**src/rtl/beat_sequencer.sv**
```systemverilog
// beat_sequencer: timing-beat generator and instruction sequencer with run/halt/step control.
//   in : clk, rst (sync, active-high), start, step_mode, step, ir_op[OPW-1:0]
//   out: T0..T7 one-hot beats, LD/ADD/SUB/AND/OR/SHL/XOR/HALT one-hot opcode flags,
//        running, halted, illegal (sticky), instr_count[ICW-1:0] (saturating)
module beat_sequencer #(
    parameter int OPW = 4,
    parameter int ICW = 16
) (
    input  logic           clk,
    input  logic           rst,
    input  logic           start,
    input  logic           step_mode,
    input  logic           step,
    input  logic [OPW-1:0] ir_op,
    output logic           T0,
    output logic           T1,
    output logic           T2,
    output logic           T3,
    output logic           T4,
    output logic           T5,
    output logic           T6,
    output logic           T7,
    output logic           LD,
    output logic           ADD,
    output logic           SUB,
    output logic           AND,
    output logic           OR,
    output logic           SHL,
    output logic           XOR,
    output logic           HALT,
    output logic           running,
    output logic           halted,
    output logic           illegal,
    output logic [ICW-1:0] instr_count
);
    typedef enum logic [1:0] {IDLE, RUN, PAUSE, HALTED} state_t;
    state_t         state_q, state_d;
    logic [2:0]     beat_q, beat_d;
    logic [7:0]     t_q, t_d, op_q, op_d;
    logic           ill_q, ill_d;
    logic [ICW-1:0] cnt_q, cnt_d, cnt_inc;
    logic           hi_zero, is_halt, is_legal;
    always_comb begin
        hi_zero  = (ir_op >> 4) == '0;
        is_halt  = hi_zero && ir_op[3:0] == 4'hF;
        is_legal = hi_zero && !ir_op[3] && ir_op[2:0] != 3'd0;
        cnt_inc  = cnt_q + ICW'(cnt_q != '1);
        state_d  = state_q;
        beat_d   = beat_q;
        op_d     = op_q;
        ill_d    = ill_q;
        cnt_d    = cnt_q;
        case (state_q)
            IDLE: begin
                state_d = start ? RUN : IDLE;
                beat_d  = 3'd0;
            end
            PAUSE: begin
                state_d = step ? RUN : PAUSE;
                beat_d  = 3'd0;
            end
            HALTED: begin
                // HALT flag is a single-cycle pulse on entry
                op_d    = '0;
                state_d = start ? RUN : HALTED;
                ill_d   = start ? 1'b0 : ill_q;
                beat_d  = 3'd0;
            end
            RUN: begin
                if (beat_q == 3'd2 && is_halt) begin
                    state_d = HALTED;
                    op_d    = 8'h80;
                    cnt_d   = cnt_inc;
                end else if (beat_q == 3'd2 && is_legal) begin
                    beat_d = 3'd3;
                    op_d   = 8'(1) << (ir_op[2:0] - 3'd1);
                end else if (beat_q == 3'd2 || beat_q == 3'd7) begin
                    // instruction boundary: end of T7, or end of T2 for an illegal opcode
                    beat_d  = 3'd0;
                    op_d    = '0;
                    state_d = step_mode ? PAUSE : RUN;
                    ill_d   = ill_q | (beat_q == 3'd2);
                    cnt_d   = beat_q == 3'd7 ? cnt_inc : cnt_q;
                end else begin
                    beat_d = beat_q + 3'd1;
                end
            end
            default: state_d = IDLE;
        endcase
        t_d = state_d == RUN ? 8'(1) << beat_d : '0;
    end
    always_ff @(posedge clk) begin
        if (rst) begin
            state_q <= IDLE;
            beat_q  <= '0;
            t_q     <= '0;
            op_q    <= '0;
            ill_q   <= 1'b0;
            cnt_q   <= '0;
        end else begin
            state_q <= state_d;
            beat_q  <= beat_d;
            t_q     <= t_d;
            op_q    <= op_d;
            ill_q   <= ill_d;
            cnt_q   <= cnt_d;
        end
    end
    assign {T7, T6, T5, T4, T3, T2, T1, T0}            = t_q;
    assign {HALT, XOR, SHL, OR, AND, SUB, ADD, LD}     = op_q;
    assign running     = state_q == RUN;
    assign halted      = state_q == HALTED;
    assign illegal     = ill_q;
    assign instr_count = cnt_q;
endmodule

```
**config.mk**
```make
export PLATFORM = sky130hd
export DESIGN_NAME = beat_sequencer
export DESIGN_NICKNAME = d
export VERILOG_FILES = /design/src/rtl/beat_sequencer.sv
export SDC_FILE = /design/constraint.sdc
export NUM_CORES = 1
export LEC_CHECK = 0
export CELL_PAD_IN_SITES_DETAIL_PLACEMENT = 1
export CELL_PAD_IN_SITES_GLOBAL_PLACEMENT = 1
export CORE_UTILIZATION = 35
export DETAILED_ROUTE_END_ITERATION = 8
export GPL_TIMING_DRIVEN = 0
export PLACE_DENSITY = 0.74
export SLEW_MARGIN = 20
export SYNTH_ARGS = -nofsm -noshare
export SYNTH_HDL_FRONTEND = slang
export SYNTH_SLANG_ARGS = --single-unit
export TNS_END_PERCENT = 5
```
**constraint.sdc**
```tcl
create_clock -name clk -period 5.85 [get_ports clk]
set_clock_uncertainty 0.15 [all_clocks]
set_input_delay 1.17 -clock clk [delete_from_list [all_inputs] [get_ports clk]]
set_output_delay 1.17 -clock clk [all_outputs]
set_load 0.1 [all_outputs]
```
### Yosys cells after proc, flatten, opt, wreduce, memory -nomap -nowiden

Cells that the tools add are included.

| operators by class | value |
|---|---|
| shift-type cells | 2 |
| $add $sub $neg | 3 |
| equality and inequality tests | 14 |
| reduce and logical (&&, ||, !) cells | 15 |
| bitwise logic cells | 2 |
| mux-type cells | 25 |

Operators with widths:

| kind | count |
|---|---|
| 2-to-1 mux 16 bit | 4 |
| 2-to-1 mux 8 bit | 3 |
| adder 16 x 1 -> 16 bit | 1 |
| inequality test 16 bit, second input constant | 1 |
| one-hot mux 8 bit (2 select lines) | 1 |
| << shifter 1 x 3 -> 8 bit, first input constant | 2 |
| 2-to-1 mux 2 bit | 6 |
| 2-to-1 mux 3 bit | 3 |
| inequality test 2 bit, second input constant | 4 |
| one-hot mux 2 bit (4 select lines) | 1 |
| one-hot mux 3 bit (2 select lines) | 1 |
| nonzero test 2 bit | 3 |
| 2-to-1 mux 1 bit | 5 |
| AND reduction 5 bit | 1 |
| equality test 2 x 1 -> 1 bit, second input constant | 2 |
| equality test 2 bit, second input constant | 2 |
| equality test 4 bit, second input constant | 1 |
| inequality test 4 x 1 -> 1 bit, second input constant | 1 |
| AND reduction 4 bit | 1 |
| adder 3 x 1 -> 3 bit, second input constant | 1 |
| equality test 3 x 2 -> 1 bit, second input constant | 1 |
| equality test 3 bit, second input constant | 1 |
| logical AND 1 bit | 3 |
| nonzero test 3 bit | 1 |
| other kinds (11) | 11 |

| storage, ports and cells | value |
|---|---|
| output and inout port bits | 35 |
| register bits after elaboration | 38 |

### Longest topological paths before layout

Gate-level depths: netlist of the first run.

| depth | value |
|---|---|
| word-level depth | 9 |
| mapped depth | 9 |
| depth with buffers taken out | 8 |

### Least setup slack after synthesis of the first run

No wires, ideal clock.

| path | value |
|---|---|
| kind | register -> register |
| start point | register cnt_q[2] (netlist: instr_count[2]) |
| end point | register cnt_q[12] (netlist: instr_count[12]) |
| path slack | 2757 ps |
| stages on the path, launching flop included | 10 |
| path buffers | 1 |
| library setup time | 123 ps |
| arrival time | 2820 ps |
| path through | dfxtp_1 -> and3_1 -> clkbuf_1 -> nand4_1 -> or2_2 -> ha_1 -> ha_1 -> nand3_1 -> nor4_1 -> mux2_1 |

| between the ends | value |
|---|---|
| cells in the longest elaborated chain, start to end | 6 |

RTL lines:

| what | line | source |
|---|---|---|
| start: declaration | 41 | `logic [ICW-1:0] cnt_q, cnt_d, cnt_inc;` |
| start signal: assignment | 106 | `cnt_q <= cnt_d;` |
| inequality test 16 bit | 47 | `cnt_inc = cnt_q + ICW'(cnt_q != '1);` |
| adder 16 x 1 -> 16 bit * | 47 |  |
| 2-to-1 mux 16 bit | 83 | `cnt_d = beat_q == 3'd7 ? cnt_inc : cnt_q;` |
| 2-to-1 mux 16 bit | 77 | `end else if (beat_q == 3'd2 \|\| beat_q == 3'd7) begin` |
| 2-to-1 mux 16 bit | 74 | `end else if (beat_q == 3'd2 && is_legal) begin` |
| 2-to-1 mux 16 bit * | 70 | `if (beat_q == 3'd2 && is_halt) begin` |

Every way passes the cells marked *; elsewhere a longest branch is shown, timed or not. The select of a mux whose other input is x is not followed.
A chain may end at the register's enable or synchronous reset.

### Worst setup path after layout of the first run

| path | value |
|---|---|
| start point | register state_q[1] |
| end point | output running |

| between the ends | value |
|---|---|
| cells in the longest elaborated chain, start to end | 1 |

RTL lines:

| what | line | source |
|---|---|---|
| start: declaration | 37 | `state_t state_q, state_d;` |
| start signal: assignment | 101 | `state_q <= state_d;` |
| equality test 2 x 1 -> 1 bit | 111 | `assign running = state_q == RUN;` |
| end: declaration | 31 | `output logic running,` |

Every way passes these cells.

==> flow_metrics.py, run 1 <==
metrics = {
    "status": {
        "status": "complete, no violations",
    },
    "floorplan": {
        "start_util_pct": 37.1,
        "die_h_um": 76.6,
        "io_pins": 44,
        "design.die.area_sq_mm": 0.00586,
        "coreArea_sq_mm": 0.00524,
        "die_w_um": 76.6,
        "rows": 26,
    },
    "cts": {
        "htreeDepth": 2,
        "root_buffer": "clkbuf_8",
        "cts_setup_buffers": 0,
        "cts_hold_buf": 0,
        "cts_tree": "built",
        "clk_pin_slew_ps": 70,
        "clk_path_buf_depth": 2,
        "cts_resized": 0,
        "cts.sinks": 38,
        "numCtsBuffers": 5,
        "clk_latency_ps": 300,
    },
    "timing": {
        "setup_viol_count_final": 0,
        "finalCritPeriodShare_pct": 62.1,
        "rsz0062_at_grt": "no",
        "fmax_mhz": 275,
        "maxSlewViolCount": 0,
        "slew_headroom_pct": 34.1,
        "min_period_ps": 3630,
        "final_hold_viol_count": 0,
        "setup_tns_ps": 0,
        "tightest_slew_ps": 986,
    },
    "grt": {
        "grt_pass1_vias": 1789,
        "track_usage_pct": 18.8,
        "grt_pass1_wl_um": 8820,
        "overflow": 0,
        "antenna_found_initial": 0,
        "grt_max_degree": 12,
    },
    "drt": {
        "wire_per_inst_um": 15.8,
        "drt_wl_total_um": 5290,
        "drc": 0,
        "drtIter0Drc": 103,
        "vias": 1849,
        "vias_per_cell": 5.52,
        "ant_nets": 0,
        "drtPass1Iterations": 4,
    },
    "synthesis": {
        "synth-edff-count": 0,
        "seq_area_frac_synth_pct": 39.1,
        "synth_flop_cell": "dfxtp_1",
        "syn_nets": 229,
        "avgSynthCellArea_sq_um": 9.05,
        "netlist_area_sq_mm": 0.00195,
        "synth_cell_types": 48,
        "synth_seq_cells": 38,
        "yosys_warnings": 0,
        "syn_inst": 215,
        "async_flop_share_pct": 0,
    },
    "placed_design": {
        "gp_congestion": 0.753,
        "io_buffers": 42,
        "dpl.hpwl_um": 3820,
    },
    "final_layout": {
        "finish.net_count": 278,
        "final_cell_mix": "42 x clkdlybuf4s50_1, 38 x dfxtp_1, 19 x nor2_1, 13 x a21oi_1",
        "num_antenna_cells": 0,
        "area_delta_synth_final_pct": 30.8,
        "drive_gt1_share_pct": 11.3,
        "final_common_cell": "clkdlybuf4s50_1",
    },
    "worst_hold_path": {
        "whs_path_depth": 1,
        "hold_path.class": "flop to flop",
    },
    "critical_path": {
        "crit_slowest_cell": "clkdlybuf4s50_1",
        "cp_max_fo": 10,
        "crit_required_ps": 4530,
        "cp-end-kind": "output pin",
        "startpoint_type": "flop",
        "r2r_slack_ps": 3160,
        "worstSetupPathType": "flop to output pin",
        "ff2ff_path_depth": 9,
        "cpMostUsedCell": "buf_6",
        "slowest_delay_ps": 1130,
        "cp_cell_sequence": "buf_6, nand2b_4, buf_6, clkinv_4, buf_12, clkdlybuf4s50_1",
        "arrival_ps": 2310,
    },
    "run": {
        "max-cap-violations": 0,
    },
    "power": {
        "power.density_mw_per_mm2": 200,
        "p_total_uw": 509,
        "peakVddDrop_mv": 0.109,
        "p_leak_nw": 0.859,
    },
}
==> critical path, delay by kind of cell (launching register included) <==
kind / cells / cell delay (ps)
buffers and inverters: 5 / 1560
flip-flops: 1 / 310
AND/OR/NAND/NOR: 1 / 130
==> cell type report <==
type | instances | area, sq um
timing repair buffer | 42 | 420
clock inverter | 1 | 5.00
clock buffer | 7 | 86.3
fill | 631 | 2690
buffer | 14 | 92.6
inverter | 3 | 16.3
tap | 70 | 87.6
multi-input combinational | 160 | 1080
sequential | 38 | 761
==> flip-flops by register name, summed over array words and instances, names as in the netlist <==
name / count
beat_q: 3
t_q: 8
state_q: 2
op_q: 8
illegal: 1
instr_count: 16
==> final timing paths <==
path / startpoint / endpoint
setup reg to reg: instr_count[3] / instr_count[6]
hold reg to reg: illegal / illegal
hold / removal: illegal / illegal
setup / recovery: state_q[1] / running
==> kinds of logic (layout without fill, tap and decap cells) <==
family	count (synthesis)	after routing	synth area share (%)
compound gates	52	52	19.0
buf+inv	17	67	5.60
fa+ha+maj	5	5	3.22
mux	9	9	5.27
flops	38	38	39.1
simple gates	94	94	27.8
==> stage by stage <==
stage               cell area (sq um)  std cells  utilization [%]  worst slack [ps]  hold WS [ps]
floorplan                        1950        215                -              2760           404
global placement                 2450        327             46.8              2370           297
detailed placement               2450        327             46.8              2380           323
CTS                              2540        335             48.6              2200           339
global route                     2540        335             48.6              2150           369
finish                           2540        335             48.6              2220           329
==> layer usage <==
layer  global-route usage (%)  vias to the layer above  share of wire (%)
li1                         -                      910                  -
met1                     25.1                      890                 51
met2                     29.3                       41                 44
met3                     4.55                        8                3.8
met4                     6.92                        0                1.3
met5                        0                        -                  0
==> cells in the mapped netlist, types with 6 or more instances <==
library cell / count / area (sq um)
dfxtp_1: 38 / 761
nor2_1: 19 / 71.3
a21oi_1: 13 / 65.1
nor3_1: 10 / 50.1
nor4_1: 10 / 62.6
nand3_1: 9 / 45.0
nand2_1: 8 / 30.0
nor2b_1: 8 / 50.1
o21ai_0: 8 / 40.0
o31ai_1: 8 / 60.1
or4_1: 7 / 52.6
clkbuf_1: 6 / 22.5
==> where the power goes <==
part,total [mW],switching [mW],internal [mW],leakage [nW]
Combinational,0.0581,0.0390,0.0191,0.504
Clock,0.189,0.0938,0.0951,0.0482
Sequential,0.262,0.00114,0.261,0.307
Total,0.509,0.134,0.375,0.859
Note: power is estimated with default switching activity, not from simulation.
==> inputs of run 2 (changes only) <==
CORE_UTILIZATION = 34   (was 35)
PLACE_DENSITY = 0.75   (was 0.74)
clock period = 3.2 ns   (was 5.85 ns; I/O delays follow)
==> run 2 against run 1 <==
- global-route usage increased by 0.47 points
- sequential cell count unchanged
- cell area about the same
- die area increased by 2.9%
- count of clock-buffer cells in the layout unchanged
- critical path type unchanged
- largest power group unchanged
==> flow_metrics.py, run 2 (synthesized netlist as in run 1, its figures left out) <==
metrics = {
    "final_layout": {
        "finish.net_count": 278,
        "final_cell_mix": "42 x clkdlybuf4s50_1, 38 x dfxtp_1, 19 x nor2_1, 13 x a21oi_1",
        "drive_gt1_share_pct": 11.3,
        "area_delta_synth_final_pct": 30.9,
        "final_common_cell": "clkdlybuf4s50_1",
        "final_area_sq_mm": 0.00255,
        "num_antenna_cells": 0,
        "largest_reg_flops": 16,
    },
    "cts": {
        "htreeDepth": 2,
        "cts_hold_buf": 0,
        "clk_path_buf_depth": 2,
        "root_buffer": "clkbuf_8",
        "cts_setup_buffers": 0,
        "cts_resized": 0,
        "cts_tree": "built",
        "clk_pin_slew_ps": 70,
        "clk_latency_ps": 290,
        "cts.sinks": 38,
        "numCtsBuffers": 5,
    },
    "floorplan": {
        "die_h_um": 77.6,
        "die_w_um": 77.6,
        "start_util_pct": 35.3,
        "io_pins": 44,
        "design.die.area_sq_mm": 0.00603,
        "coreArea_sq_mm": 0.00551,
        "rows": 27,
    },
    "grt": {
        "grt_pass1_wl_um": 9080,
        "overflow": 0,
        "antenna_found_initial": 0,
        "grt.met2_usage_pct": 31.2,
        "track_usage_pct": 19.3,
        "grtUsageMet3_pct": 4.12,
        "grt_max_degree": 12,
        "grt_pass1_vias": 1806,
        "grt_util_met1_pct": 25.7,
        "grt.busiest_layer": "met2",
    },
    "critical_path": {
        "startpoint_type": "flop",
        "cp_max_fo": 10,
        "crit_required_ps": 2410,
        "worstSetupPathType": "flop to output pin",
        "arrival_ps": 2300,
        "cp-end-kind": "output pin",
    },
    "drt": {
        "drtPass1Iterations": 4,
        "drt_wl_total_um": 5540,
        "drtIter0Drc": 57,
        "vias_per_cell": 5.55,
        "wire_per_inst_um": 16.4,
        "vias": 1869,
        "drc": 0,
        "ant_nets": 0,
    },
    "power": {
        "power.density_mw_per_mm2": 366,
        "p_leak_nw": 0.859,
        "peakVddDrop_mv": 0.168,
    },
    "placed_design": {
        "gp_congestion": 0.868,
        "dpl.hpwl_um": 4030,
        "place_area_sq_mm": 0.00246,
        "io_buffers": 42,
    },
    "timing": {
        "tightest_slew_ps": 986,
        "setup_viol_count_final": 0,
        "hold_ws_ps": 320,
        "final_hold_viol_count": 0,
        "maxSlewViolCount": 0,
        "slew_headroom_pct": 34.1,
        "setup_tns_ps": 0,
        "finalCritPeriodShare_pct": 96.7,
        "min_period_ps": 3090,
        "rsz0062_at_grt": "no",
        "fmax_mhz": 323,
    },
    "worst_hold_path": {
        "hold_path.class": "flop to flop",
    },
    "status": {
        "status": "complete, no violations",
    },
    "run": {
        "max-cap-violations": 0,
    },
}
[run 2: cell counts in the layout (fill, tap and decap cells not counted)]
No cell type changed its count.
[run 2: path summary, 6_finish.rpt]
check | from | to | slack [ps] | cells after the start
worst min register to register | illegal | illegal | 320 | 1
worst min-delay path | illegal | illegal | 320 | 1
worst max register to register | instr_count[2] | instr_count[12] | 520 | 9
worst max-delay path | state_q[0] | running | 110 | 6
[run 2: power by group]
group	internal, mW	total, mW	switching (mW)
Sequential	0.477	0.479	0.00213
Combinational	0.0349	0.107	0.0724
Clock	0.174	0.345	0.171
[run 2: cell type report]
type / count / area (sq um)
plain buffers: 14 / 92.6
clock buffers: 7 / 86.3
clock inverters: 1 / 5.00
fillers: 684 / 2960
inverters: 3 / 16.3
multi-input cells: 160 / 1080
flip-flops and latches: 38 / 761
well taps: 72 / 90.1
repair buffers: 42 / 420
[run 2: critical path, stage by stage (launching register included)]
cell	delay, ps
dfxtp_1	310
buf_2	200
nand2b_4	60
buf_6	130
clkinv_4	50
buf_12	120
clkdlybuf4s50_1	1130
[run 2: routing by layer]
metal | share of wire [%] | routed length, um | vias up
met5 | 0 | 0 | -
met4 | 0.94 | 52 | 0
met3 | 2.9 | 161 | 5
met2 | 46 | 2560 | 29
met1 | 50 | 2760 | 921
li1 | - | - | 914
[run 2: through the flow]
stage               setup WS, ps  total power [mW]  util (%)  std cells
CTS                         93.8             0.940      46.3        337
floorplan                    107             0.563         -        215
detailed placement           176             0.597      44.6        329
global route                32.1             0.970      46.3        337
global placement             256             0.595      44.6        329
finish                       106             0.931      46.3        337
